`src/rtl/hcsr04_pkg.sv`:
```
// Shared types and constants for the HC-SR04 echo timer.
// Counter widths are derived from the largest value each counter must hold.
package hcsr04_pkg;

    typedef enum logic [2:0] {
        StIdle,
        StTrig,
        StWaitRise,
        StMeasure,
        StHoldoff
    } state_e;

    localparam int unsigned US_PER_CM = 58;

    function automatic int unsigned cnt_w(input int unsigned max_val);
        return (max_val < 2) ? 1 : $clog2(max_val + 1);
    endfunction

endpackage

```
`src/rtl/us_tick_gen.sv`:
```
// Microsecond prescaler: one-cycle tick every DIV clocks, restartable by clear_i.
module us_tick_gen
    import hcsr04_pkg::*;
#(
    parameter int unsigned DIV = 27
) (
    input  logic clk_i,
    input  logic rst_i,
    input  logic clear_i,
    output logic tick_o
);

    localparam int unsigned W = cnt_w(DIV - 1);
    localparam logic [W-1:0] LAST = W'(DIV - 1);

    logic [W-1:0] cnt_q, cnt_d;

    always_comb begin
        cnt_d = cnt_q + 1'b1;
        if (clear_i || cnt_q == LAST) begin
            cnt_d = '0;
        end
    end

    always_ff @(posedge clk_i or posedge rst_i) begin
        if (rst_i) begin
            cnt_q <= '0;
        end else begin
            cnt_q <= cnt_d;
        end
    end

    // Left ungated by clear_i; the FSM discards counts on the restart cycle anyway.
    assign tick_o = (cnt_q == LAST);

endmodule

```
`src/rtl/hcsr04_echo_timer.sv`:
```
// HC-SR04 front-end: TRIG generation, ECHO synchronisation and pulse-width to
// centimetre conversion with period and timeout policy.
module hcsr04_echo_timer
    import hcsr04_pkg::*;
#(
    parameter int unsigned CLK_HZ     = 27_000_000,
    parameter int unsigned TRIG_US    = 10,
    parameter int unsigned PERIOD_US  = 60_000,
    parameter int unsigned TIMEOUT_US = 30_000,
    parameter int unsigned DIST_W     = 16
) (
    input  logic              clock,
    input  logic              reset,
    input  logic              enable,
    input  logic              echo,
    output logic              trig,
    output logic [DIST_W-1:0] distance,
    output logic              distance_valid,
    output logic              timeout_err,
    output logic              busy
);

    localparam int unsigned DIV   = CLK_HZ / 1_000_000;
    localparam int unsigned US_W  = cnt_w(PERIOD_US);
    localparam int unsigned PRE_W = cnt_w(US_PER_CM - 1);

    localparam logic [US_W-1:0]  TRIG_CNT   = US_W'(TRIG_US);
    localparam logic [US_W-1:0]  TOUT_CNT   = US_W'(TIMEOUT_US);
    localparam logic [US_W-1:0]  PERIOD_CNT = US_W'(PERIOD_US);
    localparam logic [PRE_W-1:0] PRE_LAST   = PRE_W'(US_PER_CM - 1);

    state_e              state_q, state_d;
    logic [US_W-1:0]     us_cnt_q, us_cnt_d, us_inc;
    logic [PRE_W-1:0]    cm_pre_q, cm_pre_d;
    logic [DIST_W-1:0]   cm_cnt_q, cm_cnt_d;
    logic [DIST_W-1:0]   dist_q, dist_d;
    logic [1:0]          sync_q, sync_d;
    logic                prev_q, prev_d;
    logic                trig_q, trig_d;
    logic                valid_q, valid_d;
    logic                tout_q, tout_d;
    logic                busy_q, busy_d;
    logic                us_tick, start, echo_rise, echo_fall;

    us_tick_gen #(
        .DIV (DIV)
    ) u_us_tick_gen (
        .clk_i   (clock),
        .rst_i   (reset),
        .clear_i (start),
        .tick_o  (us_tick)
    );

    assign echo_rise = sync_q[1] & ~prev_q;
    assign echo_fall = ~sync_q[1] & prev_q;
    assign us_inc    = us_cnt_q + US_W'(us_tick);

    always_comb begin
        sync_d   = {sync_q[0], echo};
        prev_d   = sync_q[1];
        state_d  = state_q;
        us_cnt_d = us_cnt_q;
        cm_pre_d = cm_pre_q;
        cm_cnt_d = cm_cnt_q;
        trig_d   = trig_q;
        dist_d   = dist_q;
        valid_d  = 1'b0;
        tout_d   = 1'b0;
        start    = 1'b0;

        if (state_q != StIdle) begin
            us_cnt_d = us_inc;
        end

        // 58 us of echo per centimetre; cm_cnt sticks at all-ones.
        if (state_q == StMeasure && us_tick) begin
            if (cm_pre_q == PRE_LAST) begin
                cm_pre_d = '0;
                if (cm_cnt_q != '1) begin
                    cm_cnt_d = cm_cnt_q + 1'b1;
                end
            end else begin
                cm_pre_d = cm_pre_q + 1'b1;
            end
        end

        unique case (state_q)
            StIdle: begin
                start = enable;
            end
            StTrig: begin
                if (us_inc == TRIG_CNT) begin
                    trig_d  = 1'b0;
                    state_d = StWaitRise;
                end
            end
            StWaitRise: begin
                if (echo_rise) begin
                    state_d = StMeasure;
                end else if (us_inc >= TOUT_CNT) begin
                    tout_d  = 1'b1;
                    state_d = StHoldoff;
                end
            end
            StMeasure: begin
                // A fall coinciding with the timeout still counts as a good reading.
                if (echo_fall) begin
                    dist_d  = cm_cnt_d;
                    valid_d = 1'b1;
                    state_d = StHoldoff;
                end else if (us_inc >= TOUT_CNT) begin
                    tout_d  = 1'b1;
                    state_d = StHoldoff;
                end
            end
            StHoldoff: begin
                if (us_inc >= PERIOD_CNT) begin
                    if (enable) begin
                        start = 1'b1;
                    end else begin
                        state_d = StIdle;
                    end
                end
            end
            default: begin
                state_d = StIdle;
            end
        endcase

        if (start) begin
            state_d  = StTrig;
            trig_d   = 1'b1;
            us_cnt_d = '0;
            cm_pre_d = '0;
            cm_cnt_d = '0;
        end

        busy_d = (state_d != StIdle);
    end

    always_ff @(posedge clock or posedge reset) begin
        if (reset) begin
            state_q  <= StIdle;
            us_cnt_q <= '0;
            cm_pre_q <= '0;
            cm_cnt_q <= '0;
            dist_q   <= '0;
            sync_q   <= '0;
            prev_q   <= 1'b0;
            trig_q   <= 1'b0;
            valid_q  <= 1'b0;
            tout_q   <= 1'b0;
            busy_q   <= 1'b0;
        end else begin
            state_q  <= state_d;
            us_cnt_q <= us_cnt_d;
            cm_pre_q <= cm_pre_d;
            cm_cnt_q <= cm_cnt_d;
            dist_q   <= dist_d;
            sync_q   <= sync_d;
            prev_q   <= prev_d;
            trig_q   <= trig_d;
            valid_q  <= valid_d;
            tout_q   <= tout_d;
            busy_q   <= busy_d;
        end
    end

    assign trig           = trig_q;
    assign distance       = dist_q;
    assign distance_valid = valid_q;
    assign timeout_err    = tout_q;
    assign busy           = busy_q;

endmodule

```
`config.mk`:
```
export PLATFORM = sky130hd
export DESIGN_NAME = hcsr04_echo_timer
export DESIGN_NICKNAME = d
export VERILOG_FILES = /design/src/rtl/hcsr04_pkg.sv /design/src/rtl/us_tick_gen.sv /design/src/rtl/hcsr04_echo_timer.sv
export SDC_FILE = /design/constraint.sdc
export NUM_CORES = 1
export LEC_CHECK = 0
export CAP_MARGIN = 5
export CORE_MARGIN = 2
export CORE_UTILIZATION = 35
export CTS_CLUSTER_DIAMETER = 150
export DETAILED_ROUTE_END_ITERATION = 16
export DONT_BUFFER_PORTS = 1
export RECOVER_POWER = 50
export SLEW_MARGIN = 20
export SYNTH_ARGS = -nofsm -noshare
export SYNTH_HDL_FRONTEND = slang
export SYNTH_SLANG_ARGS = --single-unit
```
`constraint.sdc`:
```
create_clock -name clock -period 3.8 [get_ports clock]
set_clock_uncertainty 0.15 [all_clocks]
set_input_delay 1.14 -clock clock [delete_from_list [all_inputs] [get_ports clock]]
set_output_delay 1.14 -clock clock [all_outputs]
set_load 0.02 [all_outputs]
```
== After elaboration in Yosys (flattened, before gate mapping) ==
Index checks and enable logic that the tools add are counted.
Storage, ports and cells
  memories kept: 0
  register bits after elaboration: 69
  ROM bits: 0
  input port bits: 4
  logic and storage cells: 71
  output and inout port bits: 20
  bits in writable memories: 0
  bits in latches: 0
Cells by class
  bitwise operators: 4
  add/sub/neg operators: 4
  reductions and logical operators: 11
  shifts and indexed selects: 0
  div/mod/pow operators: 0
  multipliers: 0
  eq/ne operators: 8
  order comparisons: 2
  mux-type cells: 30
Operator list (count)
  16-bit two-way mux: 6
  3-bit two-way mux: 7
  6-bit two-way mux: 3
  16-bit by 1-bit adder with 16-bit output: 1
  16-bit by 1-bit adder with 16-bit output (second input constant): 1
  16-bit by 4-bit equality test with 1-bit output (second input constant): 1
  16-bit by 15-bit greater-or-equal comparator with 1-bit output (second input constant): 1
  16-bit greater-or-equal comparator (second input constant): 1
  16-bit inequality test (second input constant): 1
  3-bit case mux with 5 select lines: 1
  1-bit two-way mux: 10
  2-bit nonzero test: 4
  6-bit by 1-bit adder with 6-bit output (second input constant): 1
  3-bit by 2-bit equality test with 1-bit output (second input constant): 2
  6-bit equality test (second input constant): 1
  3-bit nonzero test: 2
  5-bit by 1-bit adder with 5-bit output (second input constant): 1
  5-bit equality test (second input constant): 1
  5-bit two-way mux: 1
  1-bit case mux with 2 select lines: 2
  2-bit AND reduction: 2
  3-bit by 1-bit equality test with 1-bit output (second input constant): 1
  3-bit equality test (second input constant): 1
  3-bit logical NOT: 1
  other kinds (4): 6

== Logic depth before layout (Yosys ltp) ==
Gate-level depths: netlist of run 1.
  depth after elaboration: 8
  mapped depth: 17
  gate-level depth less buffers: 13

== By module ==
From an unflattened synthesis of run 1, not the netlist that was laid out.
Unflattened totals
  cells, all modules: 416
  area total of the unflattened synthesis: 3978.8 µm²
Modules (own cells, without submodules)
  hcsr04_echo_timer: cells an instance 393, instances 1, area each 3691.0 µm²
  us_tick_gen: cells an instance 23, instances 1, area each 287.8 µm²

== Worst setup path after synthesis of run 1 ==
Ideal clock, no wire load.
  path kind: register -> register
  from: register u_us_tick_gen.cnt_q[0]
  to: register busy_q, in the netlist busy
  path slack: 0.350 ns
  stages on the path, launching flop included: 18
  clock period less this slack: 3.450 ns
  data arrival time: 3.163 ns
  required time: 3.513 ns
  path buffers: 4
  path through: dfrtp_1 -> inv_1 -> ha_1 -> and4b_1 -> ha_1 -> ha_1 -> buf_2 -> and3_1 -> buf_2 -> a211oi_1 -> o211ai_1 -> a2111oi_0 -> a211oi_1 -> and3_1 -> buf_4 -> buf_6 -> a211oi_2 -> nand4_1
Between the ends
  cells in the longest elaborated chain, start to end: 8
  elaborated cells on any way between the ends: 15
  those cells by class: 1 x add/sub; 2 x order compare; 2 x eq/ne; 9 x mux; 1 x reduce/logical
RTL lines
  start, declared: line us_tick_gen.sv:16  | logic [W-1:0] cnt_q, cnt_d;
  start signal, assigned: line us_tick_gen.sv:29  | cnt_q <= cnt_d;
  5-bit equality test (*): line us_tick_gen.sv:34  | assign tick_o = (cnt_q == LAST);
  16-bit by 1-bit adder with 16-bit output (*): line hcsr04_echo_timer.sv:56  | assign us_inc = us_cnt_q + US_W'(us_tick);
  16-bit by 15-bit greater-or-equal comparator with 1-bit output: line hcsr04_echo_timer.sv:100, hcsr04_echo_timer.sv:111
  3-bit two-way mux: line hcsr04_echo_timer.sv:100, hcsr04_echo_timer.sv:111
  3-bit two-way mux, on equally long branches: line hcsr04_echo_timer.sv:107, hcsr04_echo_timer.sv:98
  3-bit case mux with 5 select lines: line hcsr04_echo_timer.sv:87  | unique case (state_q)
  3-bit two-way mux (*): line hcsr04_echo_timer.sv:130  | if (start) begin
  3-bit nonzero test (*): line hcsr04_echo_timer.sv:138  | busy_d = (state_d != StIdle);
  net busy_d: line hcsr04_echo_timer.sv:42  | logic busy_q, busy_d;
  end signal, assigned: line hcsr04_echo_timer.sv:165  | busy_q <= busy_d;
  end, declared: line hcsr04_echo_timer.sv:42
The timed path passes the listed nets; every way through them passes the cells marked *.
A chain may end at the register's enable or synchronous reset.

== Worst setup path in the final report of run 1 ==
  from: register u_us_tick_gen.cnt_q[0]
  to: register us_cnt_q[5]
Between the ends
  cells in the longest elaborated chain, start to end: 6
  elaborated cells on any way between the ends: 8
  those cells by class: 1 x add/sub; 1 x order compare; 1 x eq/ne; 4 x mux; 1 x reduce/logical
RTL lines
  5-bit equality test (*): line us_tick_gen.sv:34
  16-bit by 1-bit adder with 16-bit output (*): line hcsr04_echo_timer.sv:56
  16-bit greater-or-equal comparator: line hcsr04_echo_timer.sv:117  | if (us_inc >= PERIOD_CNT) begin
  1-bit two-way mux: line hcsr04_echo_timer.sv:117
  1-bit case mux with 2 select lines: line hcsr04_echo_timer.sv:87
  16-bit two-way mux or 2-bit nonzero test (tied branches)
  end signal, assigned: line hcsr04_echo_timer.sv:156  | us_cnt_q <= us_cnt_d;
  end, declared: line hcsr04_echo_timer.sv:33  | logic [US_W-1:0] us_cnt_q, us_cnt_d, us_inc;
Mark *: on every way between the ends. The rest lies on a longest branch, timed or not. The select of a mux whose other input is x is not followed.

==> results of run 1 <==
-- placed cells by master (no fill, tap or decap), drive strengths merged, types with 2 or more instances in the layout --
cell	instances
a32o	2
and4b	2
nand3	23
clkinvlp	2
mux2i	5
nor2b	8
xor2	14
o21a	3
a31oi	5
xnor2	11
o211ai	4
o31ai	4
inv	17
a22o	10
buf	11
nand2b	4
dfrtp	69
nand4	13
o21ai	37
clkbuf	11
and2	3
and3	13
nand2	41
nor2	49
clkinv	2
ha	7
a211oi	5
a21oi	9
or2	3
nor4	4
a2111oi	5
nor3	16
-- synthesized netlist by cell type, drive strengths merged, types with 9 or more instances --
| cell type | instances |
|---|---|
| clkbuf | 13 |
| xor2 | 14 |
| buf | 15 |
| dfrtp | 69 |
| a21oi | 9 |
| and3 | 13 |
| nand3 | 23 |
| nor2 | 49 |
| nand4 | 13 |
| nor3 | 16 |
| xnor2 | 11 |
| inv | 14 |
| nand2 | 41 |
| o21ai | 37 |
| a22o | 10 |
-- cells by family (layout without fill, tap and decap cells) --
| kind of cell | count (synthesis) | after routing | synth area share, % |
|---|---|---|---|
| mux | 6 | 6 | 1.575 |
| flops | 69 | 69 | 44.34 |
| buf+inv | 42 | 43 | 5.237 |
| xor+xnor | 25 | 25 | 5.816 |
| simple gates | 185 | 185 | 25.00 |
| fa+ha+maj | 7 | 7 | 2.249 |
| compound gates | 92 | 92 | 15.78 |
-- layout make-up --
cell class                      count  share of cell area, %
Multi-Input combinational cell    315                  46.73
Sequential cell                    69                  41.07
Tap cell                          140                  4.167
Clock buffer                        9                  2.946
Timing Repair Buffer               13                  2.470
Clock inverter                      7                  1.369
Inverter                           14                  1.250
-- where the power goes --
part | total (mW) | internal, mW | switching (mW)
Clock | 0.565 | 0.245 | 0.319
Combinational | 0.198 | 0.0899 | 0.108
Sequential | 0.894 | 0.805 | 0.0889
-- sequential cells by signal (all words and copies together), names as in the netlist --
name,cells
distance,16
busy,1
cm_pre_q,6
prev_q,1
timeout_err,1
trig,1
sync_q,2
distance_valid,1
u_us_tick_gen.cnt_q,5
us_cnt_q,16
cm_cnt_q,16
state_q,3
-- path summary, 6_finish.rpt --
path,endpoint,slack [ns]
worst max-delay path,us_cnt_q[5],0.26
worst min-delay path,sync_q[1],0.21
worst max register to register,us_cnt_q[5],0.26
worst min register to register,sync_q[1],0.21
max in group asynchronous,timeout_err,1.38
min in group asynchronous,distance[6],1.11
-- critical path, cell delays in order (launching register included) --
cell and delay, ns:
dfrtp_1 0.41, inv_1 0.07, ha_1 0.13, and4b_1 0.25, ha_1 0.19, ha_1 0.23
nand3_4 0.13, nor4_4 0.39, xor2_2 0.24, a2111oi_2 0.07, a211oi_1 0.32, and3_2 0.31
buf_12 0.20, nor2_4 0.09, a22o_1 0.23
-- layer usage --
| metal | up-vias | GRT usage [%] | part of all wire (%) | wire [um] |
|---|---|---|---|---|
| met5 | - | 0 | 0 | 0 |
| met1 | 1462 | 21.31 | 47 | 4045 |
| met4 | 0 | 8.499 | 2.6 | 219 |
| met3 | 17 | 2.786 | 4.1 | 348 |
| li1 | 1503 | - | - | - |
| met2 | 65 | 23.32 | 46 | 3931 |
-- metrics by stage --
stage,worst slack [ns],power (mW)
2_1_floorplan,0.3504,1.057
3_3_place_gp,0.3188,1.103
3_5_place_dp,0.2485,1.109
4_1_cts,0.2118,1.678
5_1_grt,0.02137,1.754
6_report,0.2632,1.657
==> reports/results.tsv, run 1 <==
metric	value	unit
stdcell_area	0.004204	mm^2
cts_tree	built	
grt_pass1_wl	14520	um
path_class	flop to flop	
grt_usage	15.58	%
syn_nets	437	
seq_area_frac_synth	44.34	%
final-seq-area	0.001727	mm^2
fin_crit	3.537	ns
multi_input_area	0.001964	mm^2
dpl_cell_area	0.004040	mm^2
numClockSinks	69	
synth_area_leaders	dfrtp_1, nor2_1, nand2_1	
maxSlewHeadroom	-12.43	%
synthCells	426	
viasPerCell	5.374	
fp.coreArea	0.01084	mm^2
violations	max-capacitance violations, max-slew violations	
cts_resized	0	
die_area	0.01198	mm^2
num_rows	38	
die_h	109.5	um
hold_violations	0	
io_buffers	0	
final-instance-count-excl-fill	567	
synthFlopType	dfrtp_1	
antenna_cells	0	
r2r_cells	14	
clkSlewWorstSetupHoldPaths	0.08	ns
vdd_ir_drop_max	219.5	uV
worst_slew_pin_slew	1.687	ns
netlist.area_leader.share	44.34	%
initial_utilization	35.92	%
ys_seq_elements	69	
finalWirelength	8545	um
outcome	complete, but fails checks	
end_kind	flop	
syn_area_per_cell	9.140	um^2
area_growth	7.969	%
min_from	sync_q[0]	
hold_buffers	0	
first_iter_violations	185	
syn_area	0.003894	mm^2
rsz0062_at_grt	no	
holdCritPathClass	flop to flop	
cts_root_buf	clkbuf_8	
min_period_over_period	93.07	%
drc	0	
place_inst	551	
crit_path_max_fanout	32	
drive_gt1_share	9.602	%
ctsLongestPathBuffers	2	
yosys_warnings	0	
num_vias	3047	
fin_setup_tns	0	ns
setup-violations-final	0	
drt_pass1_iterations	4	
synth_edf_count	0	
h-tree-depth	3	
nets	433	
r2r-start	u_us_tick_gen.cnt_q[0]	
io_pins	24	
power.density	394.1	mW/mm^2
post_cts_buffers	0	
antenna_found_initial	0	
grt_max_degree	70	
whs	0.2132	ns
grt_pass1_vias	2925	
clock_latency	0.36	ns
crit_start	u_us_tick_gen.cnt_q[0]	
drtAntennaViolNets	0	
whs_path_depth	0	
power_leakage	1.805	nW
postLayoutCoreUtil	38.78	%
cap_violations	1	
fill_cells	1109	
die_x	109.5	um
cp.required	3.90	ns
fmax	282.7	MHz
drv_slew	70	
synth_top_area_cell	dfrtp_1	
cts_buffers	9	
synth-async-reset-ratio	100.0	%
wl_per_cell	15.07	um
startpoint_type	flop	
arrival	3.64	ns
yosysUniqueCellTypes	59	
gp_congestion	0.8821	
hpwl	5999	um
grt_overflow_total	0	
Note: power is estimated with default switching activity, not from simulation.
==> run 2, diff against run 1 <==
--- a/config.mk
+++ b/config.mk
@@ -5,7 +5,6 @@
 export SDC_FILE = /design/constraint.sdc
 export NUM_CORES = 1
 export LEC_CHECK = 0
-export CAP_MARGIN = 5
 export CORE_MARGIN = 2
 export CORE_UTILIZATION = 35
 export CTS_CLUSTER_DIAMETER = 150
==> results of run 2 <==
No change in the layout: final DEF, timing and power equal those of run 1.
==> run 3, diff against run 2 <==
--- a/config.mk
+++ b/config.mk
@@ -5,6 +5,8 @@
 export SDC_FILE = /design/constraint.sdc
 export NUM_CORES = 1
 export LEC_CHECK = 0
+export CAP_MARGIN = 15
+export CORE_ASPECT_RATIO = 1.5
 export CORE_MARGIN = 2
 export CORE_UTILIZATION = 35
 export CTS_CLUSTER_DIAMETER = 150
==> run 3 against run 2 <==
  * The flow now finishes without violations
  * Fmax shrank 1.1%
  * Via count grew 2.6%
  * Sequential power grew 0.8%
  * Die area grew 0.15%
  * Power grew 15%
  * Utilization grew 0.90 points
  * Cell count grew 1.1%
  * Worst hold slack lost 0.017 ns
  * Routed wire length grew 3.9%
  * Sequential share of layout area shrank 1.3 points
  * Register-to-register slack lost 0.04 ns
  * Setup slack lost 0.040 ns
  * Critical endpoint unchanged
  * Highest routed layer unchanged
==> reports/results.tsv, run 3 (same netlist as run 1, synthesis figures left out) <==
metric	value	unit
mostFrequentLayoutCell	dfrtp_1	
area_growth	11.47	%
antenna_cells	0	
drv_slew	0	
hold_buffers	0	
holdCritPathClass	flop to flop	
r2r_cells	14	
grt_usage	15.37	%
crit_path_max_fanout	17	
path_class	flop to flop	
critical_path.cell_chain	inv_1 > ha_1 > and4b_2 > ha_1 > buf_4 > nand3_4 > nor2_2 > or4_1 > a2111oi_2 > a211oi_1 > and3_2 > buf_12 > nor2_4 > a22o_1	
power.density	438.7	mW/mm^2
cts_buffers	9	
io_pins	24	
cts_tree	built	
drt_pass1_iterations	4	
finalWirelength	8875	um
p_int	1.391	mW
fill_cells	1087	
grt_max_degree	37	
die_area	0.01200	mm^2
postLayoutCoreUtil	39.68	%
switchingPower	512.8	uW
fmax	279.6	MHz
setup-violations-final	0	
grt_pass1_wl	14570	um
drive_gt1_share	10.56	%
end_kind	flop	
final-instance-count-excl-fill	573	
fin_setup_tns	0	ns
rsz0062_at_grt	no	
grt_overflow_total	0	
num_rows	47	
die_h	133.2	um
dpl_cell_area	0.004041	mm^2
critPathMaxStageDelay	0.48	ns
grt_pass1_vias	2999	
maxSlewHeadroom	14.47	%
initial_utilization	35.60	%
worst_slew_pin_slew	1.282	ns
drc	0	
gp_congestion	0.8286	
vdd_ir_drop_max	191.8	uV
whs	0.1960	ns
viasPerCell	5.455	
seqPwrFrac	47.3	%
drtAntennaViolNets	0	
cp.required	3.92	ns
fin_crit	3.577	ns
cap_violations	0	
clkSlewWorstSetupHoldPaths	0.05	ns
power_leakage	1.858	nW
ctsLongestPathBuffers	2	
p_comb_share	10.8	%
stdcell_area	0.004340	mm^2
startpoint_type	flop	
clock_latency	0.33	ns
min_period_over_period	94.12	%
outcome	completed	
p_sw_share	26.93	%
antenna_found_initial	0	
nets	433	
whs_path_depth	0	
place_inst	557	
cp_common_cell	ha_1	
fp.coreArea	0.01094	mm^2
hold_violations	0	
worst_path_max_delay_cell	or4_1	
wl_per_cell	15.49	um
arrival	3.70	ns
hpwl	6386	um
num_vias	3126	
die_x	90.12	um
final_cell_mix	dfrtp_1, nor2_1, nand2_1	
io_buffers	0	
numClockSinks	69	
clkPwrFrac	41.9	%
h-tree-depth	3	
first_iter_violations	124	
cts_root_buf	clkbuf_16	
[run 3: cell types whose count changed in the layout (fill, tap and decap cells not counted), moves of 2 or more]
cell,previous run,this run
clkbuf_16,0,9
clkbuf_8,9,3
a2111oi_0,4,2
a2111oi_2,1,3
inv_6,2,0
[run 3: worst paths after layout]
check	startpoint	endpoint	slack, ns
setup reg to reg	u_us_tick_gen.cnt_q[0]	us_cnt_q[5]	0.22
min in group asynchronous	reset	distance[1]	0.90
setup / recovery	u_us_tick_gen.cnt_q[0]	us_cnt_q[5]	0.22
hold / removal	sync_q[0]	sync_q[1]	0.20
hold reg to reg	sync_q[0]	sync_q[1]	0.20
max in group asynchronous	reset	us_cnt_q[15]	1.07
[run 3: timing repair]
| action | 4_1_cts | 5_1_grt |
|---|---|---|
| gates resized for setup | 0 | 8 |
| setup endpoints to repair | 0 | 35 |
| setup buffers | 0 | 1 |
| hold endpoints to repair | 0 | 0 |
[run 3: layer usage]
layer  up-vias  track usage (%)  wire (um)
li1       1505                -          -
met1      1511            16.73       3576
met2        85            26.40       4563
met3        25            4.525        425
met4         0            9.145        310
met5         -                0          0
[run 3: worst max-delay path, delay by kind of cell (launching register included)]
kind / cells / cell delay, ns
buffers and inverters: 3 / 0.39
adders and majority gates: 2 / 0.39
DFF: 1 / 0.39
and+or+nand+nor: 6 / 1.51
AOI/OAI and AO/OA: 3 / 0.68
[run 3: layout make-up]
| type | count | area [um^2] | share of cell area, % |
|---|---|---|---|
| clock buffer | 12 | 266.5 | 6.140 |
| tap | 147 | 183.9 | 4.238 |
| sequential | 69 | 1727 | 39.78 |
| multi-input combinational | 315 | 1987 | 45.78 |
| inverter | 14 | 52.55 | 1.211 |
| timing repair buffer | 13 | 103.9 | 2.393 |
| clock inverter | 3 | 20.02 | 0.4612 |
[run 3: through the flow]
stage	worst slack [ns]	total power [mW]
after floorplan	0.3504	1.057
after global placement	0.2354	1.105
after detailed placement	0.1197	1.116
after CTS	0.09124	1.914
after global routing	0.01184	1.998
final	0.2233	1.904
[run 3: power groups by stage]
stage | logic, mW | clock network, mW | registers [mW]
final | 0.205 | 0.797 | 0.901
after global routing | 0.240 | 0.844 | 0.915
after CTS | 0.207 | 0.809 | 0.899
after detailed placement | 0.206 | 0 | 0.910
after global placement | 0.198 | 0 | 0.907
after floorplan | 0.185 | 0 | 0.872
